===== config.mk =====
export PLATFORM = sky130hd
export DESIGN_NAME = stopwatch_ctrl_flat
export DESIGN_NICKNAME = d
export VERILOG_FILES = /design/src/rtl/stopwatch_ctrl_if.sv /design/src/rtl/stopwatch_ctrl.sv /design/src/flat_wrapper.sv
export SDC_FILE = /design/constraint.sdc
export NUM_CORES = 1
export LEC_CHECK = 0
export ABC_AREA = 1
export BUFFER_PORTS_ARGS = -buffer_cell sky130_fd_sc_hd__buf_2
export CORE_MARGIN = 2
export CORE_UTILIZATION = 40
export DETAILED_ROUTE_END_ITERATION = 10
export GPL_ROUTABILITY_DRIVEN = 0
export MAX_ROUTING_LAYER = met4
export PLACE_DENSITY = 0.57
export SYNTH_ARGS = -nofsm -noshare
export SYNTH_HDL_FRONTEND = slang
export SYNTH_SLANG_ARGS = --single-unit

===== constraint.sdc =====
create_clock -name CLK -period 4.12 [get_ports CLK]
set_input_delay 1.236 -clock CLK [delete_from_list [all_inputs] [get_ports CLK]]
set_output_delay 1.236 -clock CLK [all_outputs]
set_load 0.02 [all_outputs]

===== src/rtl/stopwatch_ctrl_if.sv =====
// Button inputs and counter-chain control outputs of the stopwatch controller.
// The controller takes the slave side; whatever drives the buttons takes the master side.
interface stopwatch_ctrl_if;
    logic       BTN_START;
    logic       BTN_CLEAR;
    logic       BTN_LAP;
    logic       CNT_EN;
    logic       CNT_CLR;
    logic       LAP_HOLD;
    logic [1:0] STATE;

    modport master (
        output BTN_START, BTN_CLEAR, BTN_LAP,
        input  CNT_EN, CNT_CLR, LAP_HOLD, STATE
    );

    modport slave (
        input  BTN_START, BTN_CLEAR, BTN_LAP,
        output CNT_EN, CNT_CLR, LAP_HOLD, STATE
    );
endinterface


===== src/rtl/stopwatch_ctrl.sv =====
// Stopwatch control: debounces three pushbuttons, runs the IDLE/RUN/PAUSE FSM and
// divides the clock down to a 1 Hz advance pulse for the external counter chain.
module stopwatch_ctrl #(
    parameter int SEC1_MAX   = 12000000,
    parameter int DEB_CYCLES = 120000
) (
    input logic             CLK,
    input logic             RESET,
    stopwatch_ctrl_if.slave bus
);
    localparam int PRE_W = (SEC1_MAX > 1) ? $clog2(SEC1_MAX) : 1;
    localparam int DEB_W = (DEB_CYCLES > 1) ? $clog2(DEB_CYCLES) : 1;
    localparam logic [PRE_W-1:0] PRE_LAST = PRE_W'(SEC1_MAX - 1);
    localparam logic [DEB_W-1:0] DEB_LAST = DEB_W'(DEB_CYCLES - 1);

    typedef enum logic [1:0] {
        IDLE  = 2'b00,
        RUN   = 2'b01,
        PAUSE = 2'b10
    } state_t;

    logic [2:0]            rawBtn;
    logic [2:0]            syncMetaQ;
    logic [2:0]            syncQ;
    logic [2:0]            accQ;
    logic [2:0]            accD;
    logic [2:0]            accPrevQ;
    logic [2:0]            pressEv;
    logic [2:0][DEB_W-1:0] cntQ;
    logic [2:0][DEB_W-1:0] cntD;

    state_t                stateQ;
    logic [PRE_W-1:0]      preQ;
    logic [PRE_W-1:0]      preD;
    logic                  lapHoldQ;
    logic                  cntClrQ;
    logic                  startEv;
    logic                  clearEv;
    logic                  lapEv;

    assign rawBtn = {bus.BTN_LAP, bus.BTN_CLEAR, bus.BTN_START};

    // The stability count only advances while the synchronized level disagrees with
    // the accepted one; the accepted level flips on the DEB_CYCLES-th such sample.
    always_comb begin
        accD = accQ;
        cntD = '0;
        for (int i = 0; i < 3; i++) begin
            if (syncQ[i] != accQ[i]) begin
                if (cntQ[i] == DEB_LAST) begin
                    accD[i] = syncQ[i];
                end else begin
                    cntD[i] = cntQ[i] + 1'b1;
                end
            end
        end
    end

    always_ff @(posedge CLK or posedge RESET) begin
        if (RESET) begin
            syncMetaQ <= '0;
            syncQ     <= '0;
            accQ      <= '0;
            accPrevQ  <= '0;
            cntQ      <= '0;
        end else begin
            syncMetaQ <= rawBtn;
            syncQ     <= syncMetaQ;
            accQ      <= accD;
            accPrevQ  <= accQ;
            cntQ      <= cntD;
        end
    end

    assign pressEv = accQ & ~accPrevQ;
    assign startEv = pressEv[0];
    assign clearEv = pressEv[1];
    assign lapEv   = pressEv[2];

    // Leaving RUN still advances the prescaler that cycle, so a stop on the last
    // count keeps its pulse and the phase resumes from zero.
    always_comb begin
        preD = '0;
        case (stateQ)
            RUN:     preD = (preQ == PRE_LAST) ? '0 : preQ + 1'b1;
            PAUSE:   preD = clearEv ? '0 : preQ;
            default: preD = '0;
        endcase
    end

    always_ff @(posedge CLK or posedge RESET) begin
        if (RESET) begin
            stateQ   <= IDLE;
            preQ     <= '0;
            lapHoldQ <= 1'b0;
            cntClrQ  <= 1'b0;
        end else begin
            preQ    <= preD;
            cntClrQ <= 1'b0;
            case (stateQ)
                IDLE: begin
                    if (clearEv) begin
                        cntClrQ <= 1'b1;
                    end else if (startEv) begin
                        stateQ <= RUN;
                    end
                end
                RUN: begin
                    if (startEv) begin
                        stateQ <= PAUSE;
                    end else if (lapEv) begin
                        lapHoldQ <= ~lapHoldQ;
                    end
                end
                PAUSE: begin
                    if (clearEv) begin
                        stateQ   <= IDLE;
                        cntClrQ  <= 1'b1;
                        lapHoldQ <= 1'b0;
                    end else if (startEv) begin
                        stateQ <= RUN;
                    end else if (lapEv) begin
                        lapHoldQ <= 1'b0;
                    end
                end
                default: begin
                    stateQ   <= IDLE;
                    lapHoldQ <= 1'b0;
                end
            endcase
        end
    end

    assign bus.CNT_EN   = (stateQ == RUN) && (preQ == PRE_LAST);
    assign bus.CNT_CLR  = cntClrQ;
    assign bus.LAP_HOLD = lapHoldQ;
    assign bus.STATE    = stateQ;
endmodule


===== src/flat_wrapper.sv =====
// flat-port wrapper written by rule: the top's interface ports become plain ports
module stopwatch_ctrl_flat 
#(
    parameter int SEC1_MAX   = 12000000,
    parameter int DEB_CYCLES = 120000
)
  (CLK, RESET, bus_BTN_START, bus_BTN_CLEAR, bus_BTN_LAP, bus_CNT_EN, bus_CNT_CLR, bus_LAP_HOLD, bus_STATE);
  stopwatch_ctrl_if bus_i ();
  input logic CLK;
  input logic RESET;
  input wire logic [$bits(bus_i.BTN_START)-1:0] bus_BTN_START;
  input wire logic [$bits(bus_i.BTN_CLEAR)-1:0] bus_BTN_CLEAR;
  input wire logic [$bits(bus_i.BTN_LAP)-1:0] bus_BTN_LAP;
  output wire logic [$bits(bus_i.CNT_EN)-1:0] bus_CNT_EN;
  output wire logic [$bits(bus_i.CNT_CLR)-1:0] bus_CNT_CLR;
  output wire logic [$bits(bus_i.LAP_HOLD)-1:0] bus_LAP_HOLD;
  output wire logic [$bits(bus_i.STATE)-1:0] bus_STATE;
  assign bus_i.BTN_START = bus_BTN_START;
  assign bus_i.BTN_CLEAR = bus_BTN_CLEAR;
  assign bus_i.BTN_LAP = bus_BTN_LAP;
  assign bus_CNT_EN = bus_i.CNT_EN;
  assign bus_CNT_CLR = bus_i.CNT_CLR;
  assign bus_LAP_HOLD = bus_i.LAP_HOLD;
  assign bus_STATE = bus_i.STATE;
  stopwatch_ctrl #(.SEC1_MAX(SEC1_MAX), .DEB_CYCLES(DEB_CYCLES)) u_core (.CLK(CLK), .RESET(RESET), .bus(bus_i));
endmodule

Word level (Yosys, flattened, before mapping)
Index checks and enable logic that the tools add are counted.
{"block": "totals", "regBits": 91, "input_bits": 5, "elab_cells": 67}
{"block": "classes", "add_sub_neg": 4, "eq_ne": 16, "muxes": 22, "n_bitwise": 4, "n_reduce_logical": 8}
{"operator": "17-bit 2-to-1 mux", "n": 6}
{"operator": "17-bit by 1-bit adder with 17-bit output, second input constant", "n": 3}
{"operator": "17-bit == test, second input constant", "n": 3}
{"operator": "24-bit 2-to-1 mux", "n": 2}
{"operator": "24-bit one-hot mux with 2 select lines", "n": 1}
{"operator": "24-bit by 1-bit adder with 24-bit output, second input constant", "n": 1}
{"operator": "24-bit == test, second input constant", "n": 1}
{"operator": "2-bit 2-to-1 mux", "n": 4}
{"operator": "2-bit AND reduction", "n": 4}
{"operator": "1-bit 2-to-1 mux", "n": 7}
{"operator": "2-bit by 1-bit inequality test with 1-bit output, second input constant", "n": 3}
{"operator": "2-bit one-hot mux with 3 select lines", "n": 1}
{"operator": "5-bit AND reduction", "n": 1}
{"operator": "2-bit inequality test, second input constant", "n": 2}
{"operator": "3-bit AND", "n": 1}
{"operator": "1-bit inequality test", "n": 3}
{"operator": "3-bit by 1-bit inequality test with 1-bit output, second input constant", "n": 1}
{"operator": "3-bit by 2-bit inequality test with 1-bit output, second input constant", "n": 1}
{"operator": "3-bit inverter", "n": 1}
{"operator": "1-bit one-hot mux with 3 select lines", "n": 1}
{"operator": "2-bit by 1-bit == test with 1-bit output, second input constant", "n": 1}
{"operator": "2-bit == test, second input constant", "n": 1}
{"operator": "2-bit logical NOT", "n": 1}
{"operator": "1-bit inverter", "n": 2}
{"operator": "other kinds (2)", "n": 2}

Depth between registers and ports, before layout
Gate-level depths: netlist of run 1.
{"block": "depth", "word_depth": 6, "ltp_mapped": 9, "mapped_depth_nobuf": 9}

Worst setup path before layout of run 1
No wires, ideal clock.
{"block": "synth_timing", "kind": "register to output", "from": "register u_core.stateQ[0] (netlist: u_core.bus.STATE[0])", "to": "output port bus_CNT_EN", "t_arrival_ns": 1.305, "path_slack_ns": 1.579, "stages_incl_launch_ff": 5, "path_buffers": 0, "path_cell_list": "dfrtp_1 inv_1 nor2_2 inv_1 nor2_1"}
{"block": "synth_between", "elab_chain_len": 2}
{"item": "from (decl)", "line": "stopwatch_ctrl.sv:32", "source": "state_t stateQ;"}
{"item": "from (signal assigned)", "line": "stopwatch_ctrl.sv:93", "source": "stateQ <= IDLE;"}
{"item": "from (signal assigned)", "line": "stopwatch_ctrl.sv:105", "source": "stateQ <= RUN;"}
{"item": "from (signal assigned)", "line": "stopwatch_ctrl.sv:110", "source": "stateQ <= PAUSE;"}
{"item": "2-bit by 1-bit == test with 1-bit output", "line": "stopwatch_ctrl.sv:134", "source": "assign bus.CNT_EN = (stateQ == RUN) && (preQ == PRE_LAST);"}
{"item": "1-bit logical AND", "line": "stopwatch_ctrl.sv:134"}
{"item": "to (decl)", "line": "flat_wrapper.sv:14", "source": "output wire logic [$bits(bus_i.CNT_EN)-1:0] bus_CNT_EN;"}
No other way between the ends.

Worst setup path after layout of run 1
{"block": "layout_timing", "from": "register u_core.stateQ[1] (netlist: u_core.bus.STATE[1])", "to": "output port bus_CNT_EN"}
Same word-level chain as after synthesis.

==> results of run 1 <==
[final timing paths]
path                                        end  slack, ps  depth (start not counted)           startpoint
worst max-delay path                 bus_CNT_EN       1010                          4  u_core.bus.STATE[1]
worst min-delay path            u_core.syncQ[1]        350                          0  u_core.syncMetaQ[1]
worst max register to register  u_core.cntQ[41]       2410                          8      u_core.cntQ[34]
worst min register to register  u_core.syncQ[1]        350                          0  u_core.syncMetaQ[1]
max in group asynchronous       u_core.preQ[19]       2400                          3                RESET
min in group asynchronous        u_core.cntQ[9]        980                          2                RESET
[synthesized netlist by cell type]
| library cell | n | area share, % |
|---|---|---|
| nand3b_1 | 2 | 0.30 |
| nor3_1 | 27 | 2.7 |
| clkbuf_1 | 1 | 0.075 |
| nor2_4 | 5 | 1.1 |
| nand4_1 | 16 | 2.0 |
| xor2_1 | 29 | 5.1 |
| dfrtp_1 | 91 | 46 |
| a21oi_1 | 8 | 0.81 |
| nand2_4 | 2 | 0.45 |
| nor2_2 | 6 | 0.76 |
| buf_2 | 1 | 0.10 |
| inv_1 | 79 | 6.0 |
| o21ai_1 | 4 | 0.40 |
| o21bai_1 | 1 | 0.15 |
| xnor2_1 | 7 | 1.2 |
| nand3_2 | 3 | 0.60 |
| nor2_1 | 129 | 9.7 |
| nand3_1 | 56 | 5.6 |
| nand2_2 | 4 | 0.50 |
| nor3b_1 | 2 | 0.30 |
| or2_2 | 2 | 0.25 |
| nand2_1 | 160 | 12 |
| o21ai_0 | 19 | 1.9 |
| a32o_1 | 1 | 0.20 |
| o22ai_1 | 3 | 0.38 |
| inv_2 | 2 | 0.15 |
| inv_4 | 1 | 0.13 |
| ha_1 | 4 | 1.0 |
[power groups by stage]
stage	Combinational, mW	Sequential (mW)	Clock [mW]
detailed placement	0.0497	0.927	0
global placement	0.0491	0.926	0
CTS	0.0498	0.910	0.867
floorplan	0.0340	0.926	0
finish	0.0469	0.910	0.848
global route	0.0564	0.910	0.911
[placed cells by master (no fill, tap or decap), types with 2 or more instances in the layout]
cell / synthesis / routed
a21oi_1: 8 / 8
buf_2: 1 / 9
buf_4: 0 / 3
clkbuf_16: 0 / 9
clkinvlp_4: 0 / 2
dfrtp_1: 91 / 91
ha_1: 4 / 4
inv_1: 79 / 78
inv_2: 2 / 2
inv_4: 1 / 2
nand2_1: 160 / 160
nand2_2: 4 / 4
nand2_4: 2 / 2
nand3_1: 56 / 56
nand3_2: 3 / 3
nand3b_1: 2 / 2
nand4_1: 16 / 16
nor2_1: 129 / 129
nor2_2: 6 / 6
nor2_4: 5 / 5
nor3_1: 27 / 27
nor3b_1: 2 / 2
o21ai_0: 19 / 19
o21ai_1: 4 / 4
o22ai_1: 3 / 3
or2_2: 2 / 2
xnor2_1: 7 / 7
xor2_1: 29 / 29
[flip-flops by register name, summed over array words and instances, names as in the netlist]
register and flops:
u_core.accPrevQ 3, u_core.accQ 3, u_core.bus.CNT_CLR 1, u_core.bus.LAP_HOLD 1
u_core.bus.STATE 2, u_core.cntQ 51, u_core.preQ 24, u_core.syncMetaQ 3
u_core.syncQ 3
[logic make-up (layout without fill, tap and decap cells)]
family / after synthesis / count (layout)
AND/OR/NAND/NOR: 414 / 414
adder cells (fa/ha/maj): 4 / 4
buffers and inverters: 84 / 110
XOR/XNOR: 36 / 36
flip-flops: 91 / 91
AO/OA/AOI/OAI: 36 / 36
[metrics by stage]
stage | area (µm²) | setup WS (ps)
5_1_grt | 5540 | 865
4_1_cts | 5540 | 966
3_3_place_gp | 5240 | 1380
3_5_place_dp | 5240 | 1350
6_report | 5540 | 1010
2_1_floorplan | 4970 | 520
[layer usage]
metal / part of all wire, % / GRT usage, %
met5: 0 / -
met4: 2.5 / 8.76
met3: 2.6 / 2.77
met2: 45 / 27.4
met1: 50 / 24.4
[final cells by class]
class / count / area, µm²
inverters: 82 / 313
well taps: 168 / 210
clock inverters: 6 / 73.8
clock buffers: 10 / 229
flip-flops and latches: 91 / 2280
multi-input cells: 490 / 2370
fillers: 1230 / 6520
repair buffers: 12 / 67.6
==> impl_metrics.ini, run 1 <==
[status]
status = complete, no violations

[pwr]
p_leak_nw = 2.38
p_int_mw = 1.39
finalPower_mw = 1.80
p_sw_mw = 0.412
netSwitchingFraction_pct = 22.8
clkPwrFrac_pct = 47.0
power.density_mw_per_mm2 = 326
p_comb_share_pct = 2.6
ir_drop_v = 0.000233
p_seq_share_pct = 50.4

[layout]
drive_above_1_share_pct = 7.67
final_nets = 695
n_antenna_cell = 0
syn2layout_area_growth_pct = 11.6
fin_cells = 859
post-route-util_pct = 45.9

[setup_path]
slowest_stage = dfrtp_1
cp.arrival_ps = 1880
critPathCaptureType = output port
cp-start-kind = register
required_ps = 2880
crit_type = reg -> out
slowest_delay_ps = 420
crit_path_max_fanout = 8
cp_top_family = simple AND/OR/NAND/NOR gates
critical_path_buf_inv_count = 2
crit_path_cell_trace = nor2_2 -> inv_1 -> nor2_1 -> buf_2

[sta]
setup_viol = 0
holdWs_ps = 351
rsz0062_at_grt = false
slew_headroom_pct = 58.9
fmax_ghz = 0.321
finalClockSkew_ps = 9.67
period_needed_ps = 3110
final-hold-violation-count = 0
tns_ps = 0
post-route-period-util_pct = 75.6
slew_viol_final = 0
tightest_slew_ps = 616

[placed_design]
placement.io_buffers = 9
detailed_place_hpwl_mm = 7.76
dp.cells = 843

[die]
pin_count = 10
core_mm2 = 0.0121
die-width_um = 115
die_area_mm2 = 0.0133
rows = 40
die_height_um = 115
initial_utilization_pct = 41.2

[global_route]
grt_max_degree = 52
grt_use_total_pct = 18.3
antenna_found_initial = 0
grt_pass1_wl_mm = 18.8
overflow = 0
grt_pass1_vias = 4031

[route]
wirelength_mm = 10.6
drc = 0
viasPerCell = 4.79
first_iter_violations = 247
wire_per_inst_um = 12.3
vias = 4112
first_pass_iters = 4
ant_nets = 0

[synth]
synth_cells = 665
synthAdderAreaFrac_pct = 1.01
avgSynthCellArea_um2 = 7.47
synth_area_mm2 = 0.00497
synth_top_family_by_area = simple AND/OR/NAND/NOR gates
ys_seq_area_share_pct = 45.8
synth.distinct_cells = 28
synth-simple-area-share_pct = 36.5
ys_ff_latch = 91
yosys-mux-area-fraction_pct = 0
synthXorXnorAreaFrac_pct = 6.35
yosys_warnings = 0
postSynthNetCount = 674
synth-compound-area-share_pct = 3.85

[clocking]
clockBufferDepth = 2
postCtsSetupBuffers = 0
cts_root_buf = clkbuf_16
clk_pin_slew_worst_paths_ps = 70
clock-sinks = 91
clk_latency_ps = 350
cts_resized = 0
cts_hold_buf = 0
htreeDepth = 3
cts_tree = built
cts_buffers = 9

[run]
drv_cap = 0

[worst_hold_path]
hp-class = reg -> reg
(Power assumes the default switching activity.)
==> inputs of run 2 (changes only) <==
--- a/config.mk
+++ b/config.mk
@@ -12,7 +12,7 @@
 export DETAILED_ROUTE_END_ITERATION = 10
 export GPL_ROUTABILITY_DRIVEN = 0
 export MAX_ROUTING_LAYER = met4
-export PLACE_DENSITY = 0.57
+export PLACE_DENSITY = 0.59
 export SYNTH_ARGS = -nofsm -noshare
 export SYNTH_HDL_FRONTEND = slang
 export SYNTH_SLANG_ARGS = --single-unit
==> constraint.sdc (replaced) <==
create_clock -name CLK -period 2.8 [get_ports CLK]
set_input_delay 0.84 -clock CLK [delete_from_list [all_inputs] [get_ports CLK]]
set_output_delay 0.84 -clock CLK [all_outputs]
set_load 0.02 [all_outputs]
==> run 2 against run 1 <==
Critical path depth increased by 2. Core utilization increased by 0.18 points. Design area increased by 0.38%. Combinational power increased by 51%. Total power rose by 45%. Global-route usage shrank 0.24 points. Sequential share of layout area is 0.16 points lower. Count of clock-buffer cells in the layout increased by 1. Wire length shrank 0.26%. Critical path type unchanged. Critical endpoint unchanged.
==> impl_metrics.ini, run 2 (same netlist as run 1, synthesis figures left out) <==
[status]
status = complete, no violations

[global_route]
overflow = 0
grt_use_total_pct = 18.1
grt_pass1_wl_mm = 18.6
grt_max_degree = 59
grt_pass1_vias = 4033
antenna_found_initial = 0

[setup_path]
cp.arrival_ps = 1830
cpMostUsedCell = nand3_2
crit_path_max_fanout = 5
slowest_delay_ps = 390
critPathCaptureType = output port
crit_path_cell_trace = ha_1 -> nand3_2 -> nor2_4 -> nand3_2 -> nor2_1 -> buf_2
slowest_stage = dfrtp_1
cp-start-kind = register
required_ps = 1960
crit_type = reg -> out

[placed_design]
dp_slack_ps = 512
placed_area_mm2 = 0.00527
placement.io_buffers = 9
dp.cells = 845
detailed_place_hpwl_mm = 7.82

[layout]
post-route-util_pct = 46.1
layout_common_cells = nand2_1 (160), nor2_1 (129), dfrtp_1 (91), inv_1 (78), nand3_1 (56)
n_antenna_cell = 0
final_nets = 697
fin_cells = 861
largestRegisters = u_core.cntQ: 51 flops, u_core.preQ: 24 flops
largest_reg_flops = 51
drive_above_1_share_pct = 7.94
syn2layout_area_growth_pct = 12.0
regMostFlops = u_core.cntQ
final_cell_area_mm2 = 0.00556
final_common_cell = nand2_1

[pwr]
ir_drop_v = 0.000492
p_leak_nw = 2.39
power.density_mw_per_mm2 = 471

[sta]
final-hold-violation-count = 0
tns_ps = 0
setup_ws_ps = 130
finalClockSkew_ps = 10.5
post-route-period-util_pct = 95.3
slew_viol_final = 0
period_needed_ps = 2670
fmax_ghz = 0.375
tightest_slew_ps = 712
rsz0062_at_grt = false
setup_viol = 0
slew_headroom_pct = 52.4

[clocking]
clockBufferDepth = 2
clock-sinks = 91
postCtsSetupBuffers = 0
clk_latency_ps = 350
cts_root_buf = clkbuf_16
cts_tree = built
htreeDepth = 3
clk_pin_slew_worst_paths_ps = 60
cts_hold_buf = 0
cts_resized = 0
cts_buffers = 9

[route]
wire_per_inst_um = 12.3
wirelength_mm = 10.6
viasPerCell = 4.86
first_iter_violations = 228
drc = 0
ant_nets = 0
first_pass_iters = 7
vias = 4184

[die]
die_area_mm2 = 0.0133
die_height_um = 115
initial_utilization_pct = 41.2
core_mm2 = 0.0121
pin_count = 10
die-width_um = 115
rows = 40

[run]
drv_cap = 0

[worst_hold_path]
hp-class = reg -> reg
==> run 2: cell types whose count changed in the layout (fill, tap and decap cells not counted) <==
cell	before	now
buf_12	0	1
clkbuf_8	0	1
clkinv_4	1	0
inv_8	1	0
inv_6	1	0
clkinv_2	0	3
inv_4	2	1
buf_4	3	4
==> run 2: worst paths after layout <==
path	slack (ps)	endpoint	cells past startpoint	start
worst max-delay path	130	bus_CNT_EN	6	u_core.preQ[0]
worst min-delay path	350	u_core.syncQ[1]	0	u_core.syncMetaQ[1]
worst max register to register	1100	u_core.preQ[20]	8	u_core.preQ[0]
worst min register to register	350	u_core.syncQ[1]	0	u_core.syncMetaQ[1]
max in group asynchronous	1720	u_core.cntQ[40]	3	RESET
min in group asynchronous	480	u_core.cntQ[10]	2	RESET
==> run 2: stage by stage <==
step	total power, mW	hold WS, ps
after floorplan	1.41	331
after global placement	1.44	333
after detailed placement	1.44	335
after CTS	2.66	349
after global routing	2.74	355
final	2.62	348
==> run 2: cell type report <==
cell class	instances	area, µm²
Fill cell	1211	6500
Tap cell	168	210
Multi-Input combinational cell	490	2370
Clock buffer	11	243
Inverter	82	314
Sequential cell	91	2280
Timing Repair Buffer	14	95.1
Clock inverter	5	52.6
==> run 2: critical path: cells and delay by family (launching register included) <==
| family | cells | cell delay (ps) |
|---|---|---|
| DFF | 1 | 390 |
| and+or+nand+nor | 4 | 660 |
| buffers and inverters | 1 | 190 |
| adders and majority gates | 1 | 250 |
==> run 2: where the power goes <==
part           internal [mW]  switching [mW]  total, mW
registers               1.33         0.00962       1.34
logic                 0.0194          0.0516     0.0710
clock network          0.711           0.500       1.21
==> run 2: per-layer routing <==
metal  vias to the layer above  track usage [%]  part of all wire, %
met1                      1953             22.9                   46
met5                         -                -                    0
li1                       2151                -                    -
met3                        14             4.29                  3.7
met4                         0             5.54                  1.4
met2                        66             28.8                   48
==> inputs of run 3 (changes only) <==
--- a/config.mk
+++ b/config.mk
@@ -7,7 +7,7 @@
 export LEC_CHECK = 0
 export ABC_AREA = 1
 export BUFFER_PORTS_ARGS = -buffer_cell sky130_fd_sc_hd__buf_2
-export CORE_MARGIN = 2
+export CORE_MARGIN = 4
 export CORE_UTILIZATION = 40
 export DETAILED_ROUTE_END_ITERATION = 10
 export GPL_ROUTABILITY_DRIVEN = 0
==> run 3 against run 2 <==
Combinational power grew 3.8%. Sequential share of layout area shrank 0.19 points. Sequential power is essentially flat. Flip-flop and latch count is the same. Design area grew 0.47%. Count of clock-buffer cells in the layout shrank 1. Fmax grew 0.45%. Worst hold slack gained 0.88 ps. Critical path type unchanged. Largest power group unchanged.
==> impl_metrics.ini, run 3 (same netlist as run 1, synthesis figures left out) <==
[layout]
largestRegisters = u_core.cntQ: 51 flops, u_core.preQ: 24 flops
final_cell_area_mm2 = 0.00559
layout_common_cells = nand2_1 (160), nor2_1 (129), dfrtp_1 (91), inv_1 (78), nand3_1 (56)
drive_above_1_share_pct = 7.80
final_common_cell = nand2_1
largest_reg_flops = 51
n_antenna_cell = 0
final_nets = 696
regMostFlops = u_core.cntQ
syn2layout_area_growth_pct = 12.5

[clocking]
clock-sinks = 91
cts_tree = built
cts_resized = 0
htreeDepth = 3
postCtsSetupBuffers = 0
cts_buffers = 9
clk_latency_ps = 350
clk_pin_slew_worst_paths_ps = 60
cts_hold_buf = 0
clockBufferDepth = 2
cts_root_buf = clkbuf_16

[die]
die_area_mm2 = 0.0143
rows = 40
pin_count = 10
initial_utilization_pct = 41.2
die_height_um = 119
core_mm2 = 0.0121
die-width_um = 119

[route]
ant_nets = 0
viasPerCell = 4.95
drc = 0
first_iter_violations = 326
first_pass_iters = 4
wirelength_mm = 10.5
wire_per_inst_um = 12.2
vias = 4257

[global_route]
antenna_found_initial = 0
overflow = 0
grt_max_degree = 38
grt_pass1_wl_mm = 18.4
grt_use_total_pct = 16.1
grt_pass1_vias = 3975

[sta]
slew_headroom_pct = 61.5
final-hold-violation-count = 0
rsz0062_at_grt = false
setup_viol = 0
fmax_ghz = 0.376
slew_viol_final = 0
period_needed_ps = 2660
tightest_slew_ps = 576
post-route-period-util_pct = 94.9
finalClockSkew_ps = 10.6
tns_ps = 0

[placed_design]
detailed_place_hpwl_mm = 7.73
placed_area_mm2 = 0.00527
placement.io_buffers = 9

[setup_path]
crit_path_max_fanout = 5
required_ps = 1960
critPathCaptureType = output port
reg2reg_depth = 8
cp-start-kind = register
cp.arrival_ps = 1820
crit_type = reg -> out

[worst_hold_path]
hp-class = reg -> reg
hold_path_depth = 0

[pwr]
p_leak_nw = 2.40
ir_drop_v = 0.000516
power.density_mw_per_mm2 = 487

[status]
status = complete, no violations

[run]
drv_cap = 0
## run 3: cell count changes in the layout (fill, tap and decap cells not counted), sizes merged
cell / delta
clkinvlp: -1
inv: +2
clkinv: -1
buf: -1
clkbuf: -1
bufinv: +1
## run 3: power breakdown
part	internal [mW]	switching (mW)
Sequential	1.33	0.00955
Combinational	0.0214	0.0523
Clock	0.786	0.526
## run 3: metal layers
layer | part of all wire [%] | track usage [%] | vias to the layer above
li1 | - | - | 2145
met1 | 46 | 20.5 | 2022
met2 | 48 | 25.5 | 73
met3 | 4.3 | 4.18 | 17
met4 | 1.7 | 4.72 | 0
met5 | 0 | - | -
## run 3: critical path, stage by stage (launching register included)
cell and delay (ps):
dfrtp_1 390, ha_1 250, nand3_2 170, nor2_4 220
nand3_2 130, nor2_1 140, buf_2 180
## run 3: final cells by class
| class | count | area [µm²] |
|---|---|---|
| inverters | 82 | 314 |
| repair buffers | 13 | 100 |
| well taps | 168 | 210 |
| multi-input cells | 490 | 2370 |
| flip-flops and latches | 91 | 2280 |
| clock buffers | 10 | 229 |
| fillers | 1223 | 6470 |
| clock inverters | 6 | 87.6 |
## run 3: worst paths after layout
path | start | end | slack, ps
max reg2reg | u_core.preQ[0] | u_core.preQ[20] | 1160
max | u_core.preQ[0] | bus_CNT_EN | 140
min reg2reg | u_core.syncMetaQ[0] | u_core.syncQ[0] | 350
min in group asynchronous | RESET | u_core.cntQ[22] | 550
min | u_core.syncMetaQ[0] | u_core.syncQ[0] | 350
max in group asynchronous | RESET | u_core.preQ[20] | 1680
## run 3: stage by stage
stage                     worst slack (ps)  hold slack [ps]  instances  utilization, %  power (mW)
after global placement                 583              332        844            43.7        1.44
final                                  142              348        860            46.3        2.72
after detailed placement               534              336        844            43.7        1.44
after floorplan                        655              331        665               -        1.41
after CTS                              147              351        860            46.3        2.76
after global routing                  30.4              361        860            46.3        2.82
